--- src/rtl/uart_pkg.sv ---
// ---------------------------------------------------------------------------
// uart_pkg : shared UART types, constants and baud helper (used by uart_tx/rx)
// Rev 1.0
// ---------------------------------------------------------------------------
`default_nettype none

package uart_pkg;

  typedef enum logic [1:0] {IDLE, START, DATA, STOP} uart_rx_state_t;

  localparam int UART_DATA_BITS = 8;

  function automatic int clks_per_bit(input int clk_hz, input int baud);
    return clk_hz / baud;
  endfunction

endpackage

`default_nettype wire

--- src/rtl/uart_rx.sv ---
// ---------------------------------------------------------------------------
// uart_rx : 8N1 receiver with one-deep valid/ready holding register.
// Optional: UART_RX_MAJORITY_EN (2-of-3 majority vote at every sample point).
// Rev 1.0
// ---------------------------------------------------------------------------
`default_nettype none

module uart_rx
  import uart_pkg::*;
#(
  parameter int UART_CLK_HZ = 27000000,
  parameter int BAUD_RATE   = 115200
) (
  input  logic                      clk,
  input  logic                      n_reset,
  input  logic                      rx_pin,
  output logic [UART_DATA_BITS-1:0] rx_data,
  output logic                      rx_data_valid,
  input  logic                      rx_data_ready,
  output logic                      rx_frame_error,
  output logic                      rx_overrun
);

  localparam int CLKS_PER_BIT = clks_per_bit(UART_CLK_HZ, BAUD_RATE);
  localparam int HALF_BIT     = CLKS_PER_BIT / 2;
  localparam int CNT_W        = $clog2(CLKS_PER_BIT);
  localparam int IDX_W        = $clog2(UART_DATA_BITS);

  localparam logic [CNT_W-1:0] C_CNT_LAST = CNT_W'(CLKS_PER_BIT - 1);
  localparam logic [CNT_W-1:0] C_CNT_HALF = CNT_W'(HALF_BIT - 1);
  localparam logic [IDX_W-1:0] C_IDX_LAST = IDX_W'(UART_DATA_BITS - 1);

  generate
    if (CLKS_PER_BIT < 4) begin : g_bad_cfg
      $error("uart_rx: CLKS_PER_BIT must be at least 4");
    end
  endgenerate

  logic                      sync1_q;
  logic                      rx_s_q;
  logic                      w_sample;
  uart_rx_state_t            state_q;
  logic [CNT_W-1:0]          clk_cnt_q;
  logic [IDX_W-1:0]          bit_idx_q;
  logic [UART_DATA_BITS-1:0] shift_q;
  logic [UART_DATA_BITS-1:0] rx_data_q;
  logic                      valid_q;
  logic                      frame_err_q;
  logic                      overrun_q;

  always_ff @(posedge clk) begin
    if (!n_reset) begin
      sync1_q <= 1'b1;
      rx_s_q  <= 1'b1;
    end else begin
      sync1_q <= rx_pin;
      rx_s_q  <= sync1_q;
    end
  end

`ifdef UART_RX_MAJORITY_EN
  // hist_q[0] is rx_s one cycle back, hist_q[1] two cycles back.
  logic [1:0] hist_q;

  always_ff @(posedge clk) begin
    if (!n_reset) begin
      hist_q <= 2'b11;
    end else begin
      hist_q <= {hist_q[0], rx_s_q};
    end
  end

  assign w_sample = (hist_q[1] & hist_q[0]) | (hist_q[1] & rx_s_q) | (hist_q[0] & rx_s_q);
`else
  assign w_sample = rx_s_q;
`endif

  always_ff @(posedge clk) begin
    if (!n_reset) begin
      state_q     <= IDLE;
      clk_cnt_q   <= '0;
      bit_idx_q   <= '0;
      shift_q     <= '0;
      rx_data_q   <= '0;
      valid_q     <= 1'b0;
      frame_err_q <= 1'b0;
      overrun_q   <= 1'b0;
    end else begin
      frame_err_q <= 1'b0;
      overrun_q   <= 1'b0;
      if (valid_q && rx_data_ready) begin
        valid_q <= 1'b0;
      end

      case (state_q)
        IDLE: begin
          clk_cnt_q <= '0;
          if (!rx_s_q) begin
            state_q <= START;
          end
        end
        START: begin
          if (clk_cnt_q == C_CNT_HALF) begin
            clk_cnt_q <= '0;
            if (w_sample) begin
              state_q <= IDLE;
            end else begin
              state_q   <= DATA;
              bit_idx_q <= '0;
            end
          end else begin
            clk_cnt_q <= clk_cnt_q + CNT_W'(1);
          end
        end
        DATA: begin
          if (clk_cnt_q == C_CNT_LAST) begin
            clk_cnt_q          <= '0;
            shift_q[bit_idx_q] <= w_sample;
            if (bit_idx_q == C_IDX_LAST) begin
              state_q <= STOP;
            end else begin
              bit_idx_q <= bit_idx_q + IDX_W'(1);
            end
          end else begin
            clk_cnt_q <= clk_cnt_q + CNT_W'(1);
          end
        end
        STOP: begin
          // Return to IDLE at mid stop bit so a back-to-back start edge is caught.
          if (clk_cnt_q == C_CNT_LAST) begin
            clk_cnt_q <= '0;
            state_q   <= IDLE;
            if (!w_sample) begin
              frame_err_q <= 1'b1;
            end else if (!valid_q || rx_data_ready) begin
              rx_data_q <= shift_q;
              valid_q   <= 1'b1;
            end else begin
              overrun_q <= 1'b1;
            end
          end else begin
            clk_cnt_q <= clk_cnt_q + CNT_W'(1);
          end
        end
        default: state_q <= IDLE;
      endcase
    end
  end

  assign rx_data        = rx_data_q;
  assign rx_data_valid  = valid_q;
  assign rx_frame_error = frame_err_q;
  assign rx_overrun     = overrun_q;

endmodule

`default_nettype wire

--- config.mk ---
export PLATFORM = sky130hd
export DESIGN_NAME = uart_rx
export DESIGN_NICKNAME = d
export VERILOG_FILES = /design/src/rtl/uart_pkg.sv /design/src/rtl/uart_rx.sv
export SDC_FILE = /design/constraint.sdc
export NUM_CORES = 1
export LEC_CHECK = 0
export BUFFER_PORTS_ARGS = -buffer_cell sky130_fd_sc_hd__buf_2
export CORE_ASPECT_RATIO = 0.9
export CORE_MARGIN = 5
export CORE_UTILIZATION = 57
export CTS_CLUSTER_DIAMETER = 80
export DETAILED_ROUTE_END_ITERATION = 12
export GPL_ROUTABILITY_DRIVEN = 0
export GPL_TIMING_DRIVEN = 1
export PLACE_DENSITY = 0.81
export SYNTH_ARGS = -nofsm -noshare
export SYNTH_HDL_FRONTEND = slang
export SYNTH_SLANG_ARGS = --single-unit
--- constraint.sdc ---
create_clock -name clk -period 1.9 [get_ports clk]
set_clock_uncertainty 0.1 [all_clocks]
set_input_delay 0.095 -clock clk [delete_from_list [all_inputs] [get_ports clk]]
set_output_delay 0.095 -clock clk [all_outputs]
set_load 0.05 [all_outputs]
==> run_results.csv, run 1 <==
group,metric,value,unit
detailed_routing,drt_iter0_drc,61,
pwr,p_clk_share,48.3,%
cts,cts_made_buffers,5,
setup_path,startpoint,"clk_cnt_q[0]$_SDFF_PN0_",
pwr,p_sw_share,18.7,%
outcome,outcome,"finished clean",
sta,period_share,93.4,%
pwr,intPower,1.17,mW
place,dp_hpwl,2130,um
cts,ctsResizeCount,0,
logic_synthesis,netlist_area,1540,um2
logic_synthesis,yosys_register_bits,34,
detailed_routing,routed_via_density,5.81,
setup_path,endpoint_kind,"register",
detailed_routing,ant_nets,0,
worst_hold_path,min_from,"rx_data_ready",
logic_synthesis,synthCells,163,
sta,slew_violations,0,
logic_synthesis,seq_area_frac_synth,44.1,%
cts,cts_max_level,2,
pwr,seqPwrFrac,49.8,%
sta,hold_violations,0,
detailed_routing,drc,0,
sta,rsz0062_at_grt,"false",
floorplanning,die_area,3850,um2
setup_path,cp.depth,6,
cts,clock_latency,0.35,ns
cts,cts_tree,"built",
worst_hold_path,min_path_type,"in -> reg",
detailed_routing,drt-total-wl,3030,um
pwr,p_per_area,828,nW/um2
global_routing,grt_pass1_vias,1166,
final_layout,nets,188,
pwr,vdd_drop_max,0.787,mV
setup_path,r2r-start,"clk_cnt_q[0]$_SDFF_PN0_",
final_layout,fillers,200,
final_layout,areaGrowthSynthToFinish,12.7,%
logic_synthesis,synth_nets,172,
setup_path,rr_worst_depth,6,
setup_path,worst_setup_path_start_kind,"register",
pwr,pwr-share-comb,1.9,%
floorplanning,core,2530,um2
floorplanning,start_util,61.0,%
setup_path,slowest_delay,0.44,ns
logic_synthesis,yosysTopAreaCellShare,44.1,%
logic_synthesis,synth_cell_type_count,38,
setup_path,crit_chain,"inv_1 > ha_1 > and4_2 > a21oi_1 > o221ai_4 > nor2_1",
logic_synthesis,synthTopCellsByArea,"dfxtp_1 (44%), mux2i_1 (5.2%), nor2_1 (4.1%), ha_1 (4.1%), a21oi_1 (3.9%)",
flow_run,maxCapViolations,0,
setup_path,critPathCapture,"clk_cnt_q[4]$_SDFF_PN0_",
global_routing,antenna_found_initial,0,
logic_synthesis,synth_area_leader_cell,"dfxtp_1",
place,portBuffers,14,
logic_synthesis,synth_ff_type,"dfxtp_1",
cts,clock_sinks,34,
cts,cts_max_path_buffers,2,
setup_path,critical_path_class,"reg -> reg",
final_layout,layout.cells.non_filler,208,
sta,fmax,563,MHz
global_routing,grt_usage,18.1,%
final_layout,drive_above_1_share,17.8,%
setup_path,r2r-end,"clk_cnt_q[4]$_SDFF_PN0_",
sta,setup_viol,0,
logic_synthesis,synth.most_common_cell,"dfxtp_1",
floorplanning,rows,17,
sta,tns,0,ns
setup_path,reg2reg_slack,0.12,ns
logic_synthesis,synthArstFlopShare,0,%
sta,tightestPinTransition,0.647,ns
sta,hold_slack,0.0222,ns
setup_path,cp_slowest_cell,"dfxtp_1",
sta,relSlewSlack,56.8,%
place,dp_cells,197,
detailed_routing,wl_per_cell,14.6,um
cts,path_clk_slew,0.10,ns
global_routing,grt_start_max_net_pins,22,
pwr,total_power,1.44,mW
logic_synthesis,netlist_top_cells_count,"dfxtp_1 (34), nor2_1 (17), a21oi_1 (12), nand3_1 (12), nand2_1 (9)",
setup_path,path_delay_family,"compound AO/OA/AOI/OAI gates",
floorplanning,die_y,59.4,um
setup_path,cp.required,2.08,ns
logic_synthesis,yosys_warnings,0,
pwr,power.switching,269,uW
floorplanning,pin_count,15,
final_layout,antennaDiodeCount,0,
worst_hold_path,min_path_cells,3,
detailed_routing,num_vias,1208,
pwr,p_leak,0.727,nW
logic_synthesis,synth-edff-count,0,
sta,fin_crit,1.78,ns
setup_path,crit_arrival,1.96,ns
floorplanning,die_w,64.9,um
setup_path,critPathMaxFanout,8,
setup_path,crit_buf_inv,1,
cts,cts_root_buffer,"clkbuf_4",
global_routing,grt_pass1_wl,5330,um
logic_synthesis,synth.avg_cell_area,9.47,um2
global_routing,grt-ovfl-total,0,
detailed_routing,firstDrtPassIters,4,
[power by group through the flow]
stage	Sequential (mW)	Combinational, mW	Clock [mW]
floorplan	0.732	0.0186	0
global placement	0.734	0.0212	0
detailed placement	0.734	0.0221	0
CTS	0.718	0.0270	0.704
global route	0.718	0.0307	0.734
finish	0.717	0.0274	0.696
[state kept, by name, indices dropped and copies added (netlist names), named ones only]
register        flops
rx_data_valid       1
shift_q             8
rx_overrun          1
state_q             1
bit_idx_q           3
rx_frame_error      1
clk_cnt_q           8
rx_s_q              1
rx_data             8
sync1_q             1
[worst min-delay path by stage]
stage	endpoint	slack (ns)
2_1_floorplan	sync1_q$_SDFF_PN1_	0.1
3_3_place_gp	sync1_q$_SDFF_PN1_	0.18
3_5_place_dp	sync1_q$_SDFF_PN1_	0.18
4_1_cts	rx_overrun$_SDFF_PN0_	0.007
5_1_grt	rx_overrun$_SDFF_PN0_	0.06
6_report	rx_overrun$_SDFF_PN0_	0.02
[kinds of logic after synthesis]
| family | count (synthesis) | synth area share, % |
|---|---|---|
| AND/OR/NAND/NOR | 69 | 26.1 |
| flip-flops | 34 | 44.1 |
| AO/OA/AOI/OAI | 27 | 12.0 |
| buffers and inverters | 14 | 5.19 |
| multiplexers | 8 | 5.19 |
| XOR/XNOR | 6 | 3.40 |
| adder cells (fa/ha/maj) | 5 | 4.05 |
[routing by layer]
metal,vias to the layer above,wire (um),track usage [%]
li1,605,-,-
met1,559,1350,22.2
met2,35,1430,28.9
met3,9,172,4.74
met4,0,72,10.5
met5,-,0,0
[tightest hold or removal path, cell delays in order]
cell      delay, ns
buf_2          0.07
nand2b_1       0.19
nor3_1         0.07
[repair_timing]
action                    in CTS  in global routing
buffers inserted               0                  0
hold buffers                   3                  0
hold endpoints to repair       2                  0
[final cells by class]
cell class                      count  area, um2  share of cell area, %
Clock buffer                        6       51.3                   2.95
Clock inverter                      2       60.1                   3.45
Inverter                            4       15.0                  0.863
Multi-Input combinational cell    115        783                   45.0
Sequential cell                    34        681                   39.1
Tap cell                           28       35.0                   2.01
Timing Repair Buffer               19        115                   6.61
[through the flow]
stage	setup slack [ns]	instance area, um2	utilization (%)
final	0.125	1740	68.8
after global routing	0.0198	1740	68.8
after CTS	0.131	1740	68.8
after detailed placement	0.149	1600	63.2
after global placement	0.218	1600	63.2
after floorplan	0.338	1540	-
[placed cells by master (no fill, tap or decap), drive strengths merged, types with 3 or more instances in the layout]
cell and n:
nand3 12, o21ai 6, nand2b 7, o22ai 3, nand2 9, inv 4, nor2 17, xor2 3
mux2i 8, dlygate4sd3 3, and4 3, and2b 3, dfxtp 34, nand4 5, a21oi 12, ha 5
buf 16, xnor2 3, clkbuf 6
(Power assumes the default switching activity.)
==> run 2, diff against run 1 <==
--- a/config.mk
+++ b/config.mk
@@ -6,14 +6,18 @@
 export NUM_CORES = 1
 export LEC_CHECK = 0
 export BUFFER_PORTS_ARGS = -buffer_cell sky130_fd_sc_hd__buf_2
+export CAP_MARGIN = 0
+export CELL_PAD_IN_SITES_DETAIL_PLACEMENT = 1
+export CELL_PAD_IN_SITES_GLOBAL_PLACEMENT = 2
 export CORE_ASPECT_RATIO = 0.9
 export CORE_MARGIN = 5
-export CORE_UTILIZATION = 57
+export CORE_UTILIZATION = 38
+export CTS_BUF_LIST = sky130_fd_sc_hd__clkbuf_8
 export CTS_CLUSTER_DIAMETER = 80
 export DETAILED_ROUTE_END_ITERATION = 12
 export GPL_ROUTABILITY_DRIVEN = 0
 export GPL_TIMING_DRIVEN = 1
-export PLACE_DENSITY = 0.81
+export PLACE_DENSITY = 0.85
 export SYNTH_ARGS = -nofsm -noshare
 export SYNTH_HDL_FRONTEND = slang
 export SYNTH_SLANG_ARGS = --single-unit
==> run 2 against run 1 <==
Core utilization is 25 points lower. Total power is 11% lower. Design area is 1.4% higher. Die area is 41% higher. Sequential share of layout area is 0.46 points lower. Critical path type unchanged. Largest cell class unchanged. First-iteration DRC count is 25% lower. Worst hold slack worse by 0.014 ns. Clock-buffer cell count stayed put. Sequential power hardly changed. Highest routed layer unchanged. Combinational power is 3% lower. Worst setup slack better by 0.010 ns.
==> run_results.csv, run 2 (synthesis gave the netlist of run 1 again) <==
group,metric,value,unit
final_layout,drive_above_1_share,20.3,%
global_routing,use_met2,19.7,%
global_routing,met1_usage,17.1,%
sta,slew_violations,0,
final_layout,nets,190,
setup_path,critical_path_class,"reg -> reg",
cts,clock_latency,0.28,ns
global_routing,grt_usage,13.2,%
place,dp_hpwl,2440,um
final_layout,layout_common_cells,"dfxtp_1 (33), nor2_1 (17), buf_2 (14)",
global_routing,top_usage_layer,"met2",
place,dp_slack,0.0616,ns
final_layout,fillers,451,
cts,cts_max_level,2,
floorplanning,die_y,70.5,um
pwr,p_leak,0.732,nW
final_layout,antennaDiodeCount,0,
setup_path,worst_setup_path_start_kind,"register",
setup_path,r2r-start,"clk_cnt_q[1]$_SDFF_PN0_",
pwr,vdd_drop_max,0.288,mV
outcome,outcome,"finished clean",
setup_path,critPathMaxFanout,8,
sta,rsz0062_at_grt,"false",
final_layout,final_common_cell,"dfxtp_1",
cts,cts_made_buffers,5,
cts,cts_tree,"built",
sta,tns,0,ns
sta,period_share,92.9,%
floorplanning,pin_count,15,
sta,tightestPinTransition,0.682,ns
setup_path,endpoint_kind,"register",
detailed_routing,num_vias,1194,
global_routing,grt-ovfl-total,0,
floorplanning,start_util,38.7,%
global_routing,antenna_found_initial,0,
sta,hold_violations,0,
setup_path,cp.required,2.01,ns
detailed_routing,firstDrtPassIters,4,
sta,fmax,567,MHz
cts,path_clk_slew,0.06,ns
detailed_routing,wl_per_cell,14.8,um
setup_path,critPathCapture,"clk_cnt_q[2]$_SDFF_PN0_",
setup_path,crit_arrival,1.88,ns
floorplanning,die_w,77.2,um
setup_path,startpoint,"clk_cnt_q[1]$_SDFF_PN0_",
floorplanning,die_area,5440,um2
floorplanning,core,3990,um2
floorplanning,rows,22,
pwr,p_per_area,731,nW/um2
flow_run,maxCapViolations,0,
setup_path,r2r-end,"clk_cnt_q[2]$_SDFF_PN0_",
cts,cts_max_path_buffers,2,
global_routing,grt_pass1_wl,5690,um
final_layout,final-seq-area,682,um2
global_routing,grt_start_max_net_pins,22,
sta,setup_viol,0,
place,portBuffers,14,
cts,clock_sinks,34,
sta,fin_crit,1.77,ns
final_layout,areaGrowthSynthToFinish,14.3,%
setup_path,rr_worst_depth,7,
setup_path,reg2reg_slack,0.13,ns
detailed_routing,drt_iter0_drc,46,
sta,relSlewSlack,54.5,%
detailed_routing,drc,0,
detailed_routing,drt-total-wl,3400,um
final_layout,multi_input_area,788,um2
sta,worst_slack,0.135,ns
detailed_routing,ant_nets,0,
worst_hold_path,min_path_type,"in -> reg",
global_routing,grt_pass1_vias,1219,
cts,cts_root_buffer,"clkbuf_8",
detailed_routing,routed_via_density,5.19,
global_routing,grt_use_met3,3.87,%
run 2: changes by cell type in the layout (fill, tap and decap cells not counted), moves of 2 or more:
cell,previous run,this run
clkbuf_8,1,6
clkbuf_4,5,0
bufinv_16,2,0
buf_4,2,5
run 2: what timing repair did:
item,4_1_cts,5_1_grt
hold buffers,2,0
setup buffers,0,0
setup endpoints to repair,0,16
hold endpoints to repair,1,0
resized for setup,0,3
run 2: metal layers:
layer / vias up / share of wire, %
li1: 606 / -
met1: 564 / 49
met2: 16 / 45
met3: 8 / 4.1
met4: 0 / 2.1
met5: - / 0
run 2: through the flow:
step / area, um2 / cells / hold slack, ns / power (mW) / utilization (%)
floorplan: 1540 / 163 / 0.0965 / 0.751 / -
global placement: 1650 / 220 / 0.178 / 0.756 / 41.3
detailed placement: 1650 / 220 / 0.187 / 0.757 / 41.3
CTS: 1760 / 230 / 0.00278 / 1.31 / 44.0
global route: 1760 / 230 / 0.0196 / 1.35 / 44.2
finish: 1760 / 230 / 0.00833 / 1.29 / 44.2
run 2: layout make-up:
cell class                      count  share of cell area, %
Clock inverter                      2                  0.496
Tap cell                           48                   3.40
Sequential cell                    34                   38.7
Inverter                            4                  0.851
Timing Repair Buffer               21                   7.23
Clock buffer                        6                   4.68
Multi-Input combinational cell    115                   44.7
run 2: worst max-delay path, cell delays in order (launching register included):
cell,delay (ns)
dfxtp_2,0.35
inv_1,0.06
ha_1,0.18
and4b_2,0.31
buf_4,0.17
a21boi_4,0.19
o221ai_4,0.18
nor2_1,0.15
run 2: worst min-delay path by stage:
stage | from | to | slack [ns] | cells past startpoint
after floorplan | rx_pin | sync1_q$_SDFF_PN1_ | 0.1 | 1
after global placement | rx_pin | sync1_q$_SDFF_PN1_ | 0.18 | 2
after detailed placement | rx_pin | sync1_q$_SDFF_PN1_ | 0.19 | 2
after CTS | n_reset | rx_s_q$_SDFF_PN1_ | 0.003 | 2
after global routing | n_reset | rx_s_q$_SDFF_PN1_ | 0.02 | 2
final | n_reset | rx_s_q$_SDFF_PN1_ | 0.008 | 2
run 2: power breakdown:
part | internal, mW | switching (mW) | leakage, nW
Combinational | 0.00955 | 0.0171 | 0.405
Clock | 0.287 | 0.258 | 0.0524
Sequential | 0.715 | 0.00264 | 0.275
==> run 3, diff against run 2 <==
--- a/config.mk
+++ b/config.mk
@@ -18,6 +18,7 @@
 export GPL_ROUTABILITY_DRIVEN = 0
 export GPL_TIMING_DRIVEN = 1
 export PLACE_DENSITY = 0.85
+export REMOVE_ABC_BUFFERS = 1
 export SYNTH_ARGS = -nofsm -noshare
 export SYNTH_HDL_FRONTEND = slang
 export SYNTH_SLANG_ARGS = --single-unit
==> run 3 against run 2 <==
Register-to-register slack gained 0.04 ns. Largest cell class unchanged. Clock-buffer cell count is the same. Highest routed layer unchanged. Worst hold slack gained 0.080 ns. Sequential share of layout area shrank 0.14 points. Fmax grew 2.1%. Largest power group unchanged. Sequential power is essentially flat. First-iteration DRC count shrank 43%. Combinational power grew 3%. Clock power is essentially flat. Critical path depth is the same.
==> run_results.csv, run 3 (synthesis gave the netlist of run 1 again) <==
group,metric,value,unit
setup_path,rr_worst_depth,7,
pwr,p_leak,0.729,nW
setup_path,cp.required,1.95,ns
sta,tightestPinTransition,0.610,ns
final_layout,final-seq-area,682,um2
final_layout,areaGrowthSynthToFinish,14.7,%
floorplanning,pin_count,15,
detailed_routing,firstDrtPassIters,4,
pwr,vdd_drop_max,0.246,mV
detailed_routing,drt_iter0_drc,26,
sta,fmax,579,MHz
setup_path,cp_slowest_cell,"dfxtp_1",
floorplanning,core,3990,um2
cts,cts_root_buffer,"clkbuf_8",
cts,cts_max_path_buffers,2,
sta,setup_viol,0,
final_layout,multi_input_area,787,um2
final_layout,fillers,465,
setup_path,crit_buf_inv,2,
place,dp_cells,218,
floorplanning,start_util,38.7,%
sta,period_share,91.0,%
global_routing,grt_usage,13.0,%
detailed_routing,routed_via_density,5.17,
final_layout,layout.cells.non_filler,229,
setup_path,worst_setup_path_start_kind,"register",
setup_path,endpoint_kind,"register",
detailed_routing,wl_per_cell,14.1,um
global_routing,grt_start_max_net_pins,22,
global_routing,antenna_found_initial,0,
setup_path,critPathMaxFanout,9,
pwr,p_per_area,729,nW/um2
final_layout,antennaDiodeCount,0,
cts,path_clk_slew,0.07,ns
cts,clock_sinks,34,
place,portBuffers,14,
setup_path,r2r-start,"clk_cnt_q[1]$_SDFF_PN0_",
place,dp_hpwl,2340,um
sta,slew_violations,0,
final_layout,finish.utilization,44.4,%
sta,rsz0062_at_grt,"false",
final_layout,nets,189,
global_routing,grt_pass1_wl,5650,um
setup_path,crit_arrival,1.78,ns
sta,fin_crit,1.73,ns
setup_path,r2r-end,"shift_q[0]$_SDFFE_PN0P_",
setup_path,path_delay_family,"simple AND/OR/NAND/NOR gates",
worst_hold_path,min_path_type,"in -> reg",
sta,hold_violations,0,
pwr,total_power,1.29,mW
global_routing,grt-ovfl-total,0,
cts,clock_latency,0.29,ns
floorplanning,rows,22,
cts,cts_setup_buffers,0,
detailed_routing,drt-total-wl,3220,um
setup_path,critical_path_class,"reg -> reg",
final_layout,drive_above_1_share,18.8,%
final_layout,layout_common_cells,"dfxtp_1 (33), nor2_1 (17), buf_2 (14)",
sta,relSlewSlack,59.3,%
detailed_routing,num_vias,1185,
cts,cts_made_buffers,5,
cts,cts_max_level,2,
floorplanning,die_area,5440,um2
outcome,outcome,"finished clean",
floorplanning,die_w,77.2,um
setup_path,crit_chain,"inv_1 > ha_1 > and4b_1 > buf_12 > nand4b_1 > o31ai_1 > a21oi_1",
flow_run,maxCapViolations,0,
worst_hold_path,min_path_cells,3,
sta,tns,0,ns
floorplanning,die_y,70.5,um
cts,cts_tree,"built",
final_layout,final_common_cell,"dfxtp_1",
setup_path,reg2reg_slack,0.17,ns
detailed_routing,ant_nets,0,
worst_hold_path,holdPathEnd,"rx_overrun$_SDFF_PN0_",
worst_hold_path,min_from,"rx_data_ready",
global_routing,grt_pass1_vias,1178,
setup_path,slowest_delay,0.35,ns
detailed_routing,drc,0,
## run 3: cell count changes in the layout (fill, tap and decap cells not counted), sizes merged
cell,delta
dlygate4sd3,+1
buf,-2
## run 3: through the flow
| step | worst slack, ns | instance area (um2) | hold slack (ns) |
|---|---|---|---|
| global route | 0.0236 | 1770 | 0.106 |
| CTS | 0.0788 | 1770 | 0.0909 |
| floorplan | 0.251 | 1480 | 0.0680 |
| detailed placement | 0.113 | 1640 | 0.183 |
| finish | 0.172 | 1770 | 0.0888 |
| global placement | 0.235 | 1640 | 0.177 |
## run 3: worst max path at each step
stage	from	to	slack, ns	cells after the start
floorplan	clk_cnt_q[0]$_SDFF_PN0_	shift_q[4]$_SDFFE_PN0P_	0.25	5
CTS	clk_cnt_q[0]$_SDFF_PN0_	clk_cnt_q[1]$_SDFF_PN0_	0.08	6
global route	clk_cnt_q[1]$_SDFF_PN0_	rx_data[7]$_SDFFE_PN0P_	0.02	7
detailed placement	clk_cnt_q[0]$_SDFF_PN0_	clk_cnt_q[1]$_SDFF_PN0_	0.11	6
finish	clk_cnt_q[1]$_SDFF_PN0_	shift_q[0]$_SDFFE_PN0P_	0.17	7
global placement	clk_cnt_q[0]$_SDFF_PN0_	shift_q[3]$_SDFFE_PN0P_	0.23	6
## run 3: metal layers
metal	wire [um]	part of all wire, %	GRT usage, %	up-vias
met5	0	0	0	-
met4	54	1.7	5.15	0
met3	155	4.8	4.90	5
met2	1410	44	19.5	18
met1	1600	50	16.6	557
li1	-	-	-	605
## run 3: where the power goes
group,switching (mW),internal (mW)
Sequential,0.00261,0.715
Combinational,0.0165,0.0108
Clock,0.260,0.287
## run 3: repair_timing
item                       4_1_cts  5_1_grt
setup endpoints to repair        0        3
hold buffers                     3        0
hold endpoints to repair         2        0
gates resized for setup          0        2
## run 3: cell type report
type / count / share of cell area [%]
multi-input combinational: 115 / 44.5
clock buffer: 6 / 4.66
inverter: 4 / 0.848
sequential: 34 / 38.5
clock inverter: 2 / 0.495
timing repair buffer: 20 / 7.63
tap: 48 / 3.39
## run 3: worst register-to-register path, cell delays in order, from the launching register on
cell      delay (ns)
dfxtp_1         0.35
inv_1           0.09
ha_1            0.14
and4b_1         0.25
buf_12          0.14
nand4b_1        0.18
o31ai_1         0.25
a21oi_1         0.09
